$ cat config.mk
export PLATFORM = sky130hd
export DESIGN_NAME = draw_star_box
export DESIGN_NICKNAME = d
export VERILOG_FILES = /design/src/rtl/draw_star_box.sv
export SDC_FILE = /design/constraint.sdc
export NUM_CORES = 1
export LEC_CHECK = 0
export CORE_MARGIN = 4
export CORE_UTILIZATION = 32
export CTS_CLUSTER_SIZE = 40
export DETAILED_ROUTE_END_ITERATION = 10
export PLACE_DENSITY = 0.55
export SYNTH_ARGS = -nofsm -noshare
export SYNTH_HDL_FRONTEND = slang
export SYNTH_SLANG_ARGS = --single-unit
export TNS_END_PERCENT = 1
$ cat constraint.sdc
create_clock -name clk -period 6.7 [get_ports clk]
set_input_delay 1.34 -clock clk [delete_from_list [all_inputs] [get_ports clk]]
set_output_delay 1.34 -clock clk [all_outputs]
set_load 0.05 [all_outputs]
$ cat src/rtl/draw_star_box.sv
// Outlines a star's bounding box by writing its one-pixel perimeter into the
// 160x120 VGA framebuffer, one pixel per cycle: top row, bottom row, left column, right column.
module draw_star_box #(
  parameter int xSz    = 8,
  parameter int ySz    = 7,
  parameter int addrSz = 15,
  parameter int colSz  = 3,
  parameter int X_RES  = 160,
  parameter int Y_RES  = 120
) (
  input  logic              clk,
  input  logic              reset,
  input  logic              start,
  input  logic [xSz-1:0]    left,
  input  logic [xSz-1:0]    right,
  input  logic [ySz-1:0]    top,
  input  logic [ySz-1:0]    bottom,
  input  logic [colSz-1:0]  colour,
  output logic [xSz-1:0]    x,
  output logic [ySz-1:0]    y,
  output logic [addrSz-1:0] wrAddr,
  output logic [colSz-1:0]  colourOut,
  output logic              plot,
  output logic              busy,
  output logic              done
);

  typedef enum logic [2:0] {IDLE, TOP, BOTTOM, LEFT, RIGHT, DONE} stateT;

  stateT          state;
  logic [xSz-1:0] lReg, rReg;
  logic [ySz-1:0] tReg, bReg;
  logic [xSz-1:0] rClamp;
  logic [ySz-1:0] bClamp;

  // Keep every write on screen; later states rely on R/B never exceeding the screen edge.
  assign rClamp = (right  > xSz'(X_RES - 1)) ? xSz'(X_RES - 1) : right;
  assign bClamp = (bottom > ySz'(Y_RES - 1)) ? ySz'(Y_RES - 1) : bottom;

  // y*160 + x as two shifts; the 16-bit sum is truncated to the framebuffer width.
  assign wrAddr = addrSz'(16'({y, 7'b0}) + 16'({y, 5'b0}) + 16'(x));

  // NOTE: all state and outputs here use non-blocking assignments so every register
  // samples the pre-edge values, independent of statement order in the block.
  always_ff @(posedge clk or posedge reset) begin
    if (reset) begin
      state     <= IDLE;
      x         <= '0;
      y         <= '0;
      colourOut <= '0;
      lReg      <= '0;
      rReg      <= '0;
      tReg      <= '0;
      bReg      <= '0;
      plot      <= 1'b0;
      busy      <= 1'b0;
      done      <= 1'b0;
    end else begin
      case (state)
        IDLE: begin
          if (start) begin
            lReg      <= left;
            rReg      <= rClamp;
            tReg      <= top;
            bReg      <= bClamp;
            colourOut <= colour;
            busy      <= 1'b1;
            if (left > rClamp || top > bClamp) begin
              state <= DONE;
              done  <= 1'b1;
            end else begin
              state <= TOP;
              x     <= left;
              y     <= top;
              plot  <= 1'b1;
            end
          end
        end
        TOP: begin
          if (x < rReg) begin
            x <= x + xSz'(1);
          end else if (bReg == tReg) begin
            state <= DONE;
            plot  <= 1'b0;
            done  <= 1'b1;
          end else begin
            state <= BOTTOM;
            x     <= lReg;
            y     <= bReg;
          end
        end
        BOTTOM: begin
          if (x < rReg) begin
            x <= x + xSz'(1);
          end else if (bReg - tReg >= ySz'(2)) begin
            state <= LEFT;
            x     <= lReg;
            y     <= tReg + ySz'(1);
          end else begin
            state <= DONE;
            plot  <= 1'b0;
            done  <= 1'b1;
          end
        end
        LEFT: begin
          // Corners belong to the rows, so the columns cover only T+1..B-1.
          if (y < bReg - ySz'(1)) begin
            y <= y + ySz'(1);
          end else if (rReg != lReg) begin
            state <= RIGHT;
            x     <= rReg;
            y     <= tReg + ySz'(1);
          end else begin
            state <= DONE;
            plot  <= 1'b0;
            done  <= 1'b1;
          end
        end
        RIGHT: begin
          if (y < bReg - ySz'(1)) begin
            y <= y + ySz'(1);
          end else begin
            state <= DONE;
            plot  <= 1'b0;
            done  <= 1'b1;
          end
        end
        DONE: begin
          state <= IDLE;
          busy  <= 1'b0;
          done  <= 1'b0;
        end
        default: begin
          state <= IDLE;
          plot  <= 1'b0;
          busy  <= 1'b0;
          done  <= 1'b0;
        end
      endcase
    end
  end

endmodule

Word-level counts from Yosys, hierarchy flattened

Cells that the tools add are included.

Register bits: 54
Bits of input ports: 36
Output and inout bits: 36
Logic and storage cells: 116

$add $sub $neg: 7
$lt $le $gt $ge: 7
Equality and inequality tests: 24
Muxes and demuxes: 53
Bitwise logic cells: 2
Reductions and logical operators: 12

Operators with widths:

| cell                | count |
|---|---|
| $mux 8              | 9 |
| $mux 7              | 10 |
| $pmux 7 s5          | 1 |
| $pmux 8 s4          | 1 |
| $ne 2x2->1 const B  | 14 |
| $mux 3              | 8 |
| $mux 1              | 20 |
| $reduce_and 9->1    | 2 |
| $add 14x12->15      | 1 |
| $add 15x8->15       | 1 |
| $pmux 3 s5          | 1 |
| $add 7x1->7 const B | 2 |
| $reduce_and 10->1   | 1 |
| $ne 3x3->1 const B  | 3 |
| $add 8x1->8 const B | 1 |
| $gt 8x8->1          | 1 |
| $gt 8x8->1 const B  | 1 |
| $lt 8x8->1          | 1 |
| $ne 8x8->1          | 1 |
| $eq 7x7->1          | 1 |
| $ge 7x2->1 const B  | 1 |
| $gt 7x7->1          | 1 |
| $gt 7x7->1 const B  | 1 |
| $lt 7x7->1          | 1 |
| other kinds (17)    | 21 |

Logic depth before layout (Yosys ltp)

Depth in word-level cells: 7
Gate-level depth with buffers: 15
Depth with buffers taken out: 14

Worst setup path after synthesis

Ideal clock, no wire load.

Path type: register to output
Start: register y[2]
End: output port wrAddr[13]
Arrival: 3.033 ns
Required time: 5.360 ns
Path slack: 2.327 ns
Cell stages (with the launch flop): 10
Path buffers: 0
Cells stage by stage: dfrtp_1 fa_1 ha_1 a21o_1 a21oi_1 o21bai_1 a21oi_1 o21bai_1 a21oi_1 xnor2_1

Longest elaborated chain between the ends: 2

Ends and longest elaborated chain:

| item                     | RTL line | text |
|---|---|---|
| start: declaration       | 20       | `output logic [ySz-1:0] y,` |
| start signal: assignment | 74       | `y <= top;` |
| start signal: assignment | 89       | `y <= bReg;` |
| start signal: assignment | 98       | `y <= tReg + ySz'(1);` |
| $add 14x12->15           | 41       | `assign wrAddr = addrSz'(16'({y, 7'b0}) + 16'({y, 5'b0}) + 16'(x));` |
| $add 15x8->15            | 41       |  |
| end: declaration         | 21       | `output logic [addrSz-1:0] wrAddr,` |

Every way passes these cells.

Final worst setup path

Start: register y[0]
End: output port wrAddr[13]

Same word-level chain as after synthesis.

==> results by group <==
STA
  • Slew margin rel.: 35.1%
  • Final worst slack: 1.76 ns
  • Min Tclk post-route: 4.94 ns
  • Final TNS setup: 0 ns
  • Fmax: 202 MHz
  • Worst hold slack: 0.475 ns
  • RSZ-0062 raised after global routing: no
  • Final Skew: between 0.005 and 0.006 ns
  • Period utilisation layout: 73.7%
  • Fin. Hold Viols: 0
  • Final count of negative-setup-slack endpoints: 0
  • Worst Max-Slew Pin Slew: 0.968 ns
  • Max Transition Viols Final: 0

Routing
  • Routed Antenna Nets: 0
  • Via-to-Cell Ratio: around 5.2
  • Routed WL per cell: 16.2 um
  • Post-Route WL: 13200 um
  • Initial DRC count: 224
  • Post-route DRC: 0
  • First drt pass iteration count: 5
  • Via count: 4262

Synth
  • Synth Instances: 578
  • Post-Syn Nets: approximately 670
  • Synth unique cells: 63
  • Async SR Flop Fraction: between 90% and 100%
  • Sequential share of the synthesized area: between 20% and 30%
  • Yosys top cell area share: approximately 28%
  • Synth Flop Type: dfrtp_1
  • Leading area contributor after synthesis: dfrtp_1
  • Top cells by area, synth: dfrtp_1 (28%), ha_1 (13%), nand2_1 (7.1%), xnor2_1 (5.5%), a21oi_1 (4.9%)
  • EDFF count, synth: 0
  • Avg Cell Area, Syn: 8.28 um2
  • Syn Std Cell Area: 0.00479 mm2
  • Synth Warn #: 0
  • Register bit total from synthesis: 54

Critical path
  • Critical Path Sink Type: output port
  • Path type of the worst setup path: reg -> out
  • Worst-path maximum fanout: 10
  • Worst R2R Path Depth: 12
  • Register-to-register setup slack: 3.02 ns
  • CP Cell Sequence: fa_1 > ha_1 > a21o_1 > a21oi_1 > o21bai_1 > a21oi_1 > o21bai_1 > a21oi_1 > xnor2_1 > clkdlybuf4s50_1
  • Worst r2r dst: y[6]
  • Critical Path End: wrAddr[13]
  • WP data arrival: 3.60 ns
  • Critical Path Max Stage Delay: 0.82 ns
  • CP required: roughly 5.4 ns
  • FF-to-FF Start: bReg[2]
  • Setup crit start kind: flip-flop
  • Worst Setup SP: y[0]
  • Crit-path most repeated cell: a21oi_1
  • Slowest-stage cell, CP: clkdlybuf4s50_1

CTS
  • Post-CTS Resized: 0
  • # clock sinks: 54
  • Clock buffer depth: 2
  • H-tree levels: 2
  • CTS root buf: clkbuf_16
  • Clock transition at path regs: approximately 0.080 ns
  • Post-CTS Setup Bufs: 0
  • CTS tree: done
  • Hold-fix buffers, CTS: 0
  • Worst-skew pair later-pin latency: 0.30 ns
  • CTS Buf Count: 5

Finish
  • Net count, final: 722
  • Area growth syn-to-layout: 20.3%
  • Commonest non-fill, non-tap cell in the layout: nand2_1
  • Share of cells above drive strength 1: 6.31%
  • Most frequent cells in the layout: nand2_1 (90), clkdlybuf4s50_1 (71), dfrtp_1 (54)
  • Number of diodes: 0

Global route
  • Largest net degree at the start of global routing: 55
  • GRT busiest layer: met1
  • GRT Residual Overflow: 0
  • GR Util met1: between 20% and 30%
  • Met3 Resource Use GR: 2.42%
  • Antenna violations before repair: 0
  • First-pass GRT wire length: 21100 um
  • GR met2 Demand/Resource: 23.1%
  • All-Layer GR Usage: 15.5%
  • Vias in the first global route: 4018

Die
  • Initial Util: approximately a third
  • Die Height: 130 um
  • FP Rows: 44
  • Die area: 0.0170 mm2
  • IO Count: 72
  • Core ar.: 0.0146 mm2
  • Die Wd: 130 um

Place
  • Gp weighted congestion: 0.888
  • IO Port Bufs: 71
  • Detailed placer's ending HPWL: a little over 10000 um
  • Pre-CTS WS: 2.08 ns

Run
  • MaxCap Viol Count: 0

Worst hold path
  • Hold WC Path Type: reg -> reg
  • Worst hold start: colourOut[2]

Outcome
  • Outcome: finished clean
-- final cells by class --
| class | count | area, um2 |
|---|---|---|
| Clock buffer | 6 | 129 |
| Clock inverter | 2 | 16.3 |
| Fill cell | 1471 | 8830 |
| Inverter | 37 | 153 |
| Multi-Input combinational cell | 461 | 3150 |
| Sequential cell | 54 | 1350 |
| Tap cell | 184 | 230 |
| Timing Repair Buffer | 74 | 733 |
-- cell usage after synthesis (4+ instances only) --
library cell  count
clkbuf_1         14
mux2i_1          10
o21ai_0          40
nand3_1          11
dfrtp_1          54
and3_1            4
mux2_2            8
nand2b_1          7
a21oi_1          47
o31ai_1           4
buf_4             7
o21ai_1           9
o221ai_1          4
xor2_1            6
nor2b_1           9
xnor2_1          30
nand4_1           7
a21o_1            6
nor3_1            7
nor2_1           42
o21ai_2           4
nand2_1          90
ha_1             50
inv_1            36
o22ai_1           5
o21bai_1          5
o311a_1           4
-- worst min path at each step --
stage,to,depth (start not counted)
final,colourOut[2],2
after global routing,colourOut[0],2
after CTS,colourOut[2],2
after detailed placement,colourOut[0],2
after global placement,colourOut[1],2
after floorplan,lReg[3],2
-- per-layer routing --
metal	up-vias	share of wire (%)
met4	0	1.9
met3	14	5.9
li1	2141	-
met5	-	0
met1	1990	49
met2	117	44
-- worst max-delay path: cells and delay by family (launching register included) --
kind,cells,cell delay [ns]
AOI/OAI and AO/OA,6,0.96
DFF,1,0.51
adders and majority gates,2,0.89
buffers and inverters,1,0.82
xor gates and xnor gates,1,0.13
-- kinds of logic (layout without fill, tap and decap cells) --
logic type | count (synthesis) | after routing | synth area share, %
buffers and inverters | 63 | 119 | 6.17
XOR/XNOR | 36 | 36 | 6.59
adder cells (fa/ha/maj) | 53 | 53 | 14.3
AO/OA/AOI/OAI | 160 | 160 | 22.6
flip-flops | 54 | 54 | 28.2
multiplexers | 18 | 18 | 3.97
AND/OR/NAND/NOR | 194 | 194 | 18.1
-- through the flow --
stage | area [um2] | cells | utilization [%]
final | 5760 | 818 | 39.5
after detailed placement | 5610 | 810 | 38.5
after floorplan | 4790 | 578 | -
after global placement | 5610 | 810 | 38.5
after CTS | 5760 | 818 | 39.5
after global routing | 5760 | 818 | 39.5
-- registers in the layout (all words and copies together), names as in the netlist, 3 cells and up --
register   cells
bReg           7
tReg           7
lReg           8
rReg           8
x              8
state          3
y              7
colourOut      3
Power is not shown: default switching activity piles up to over one toggle a cycle in this logic, so the estimate is an artifact.
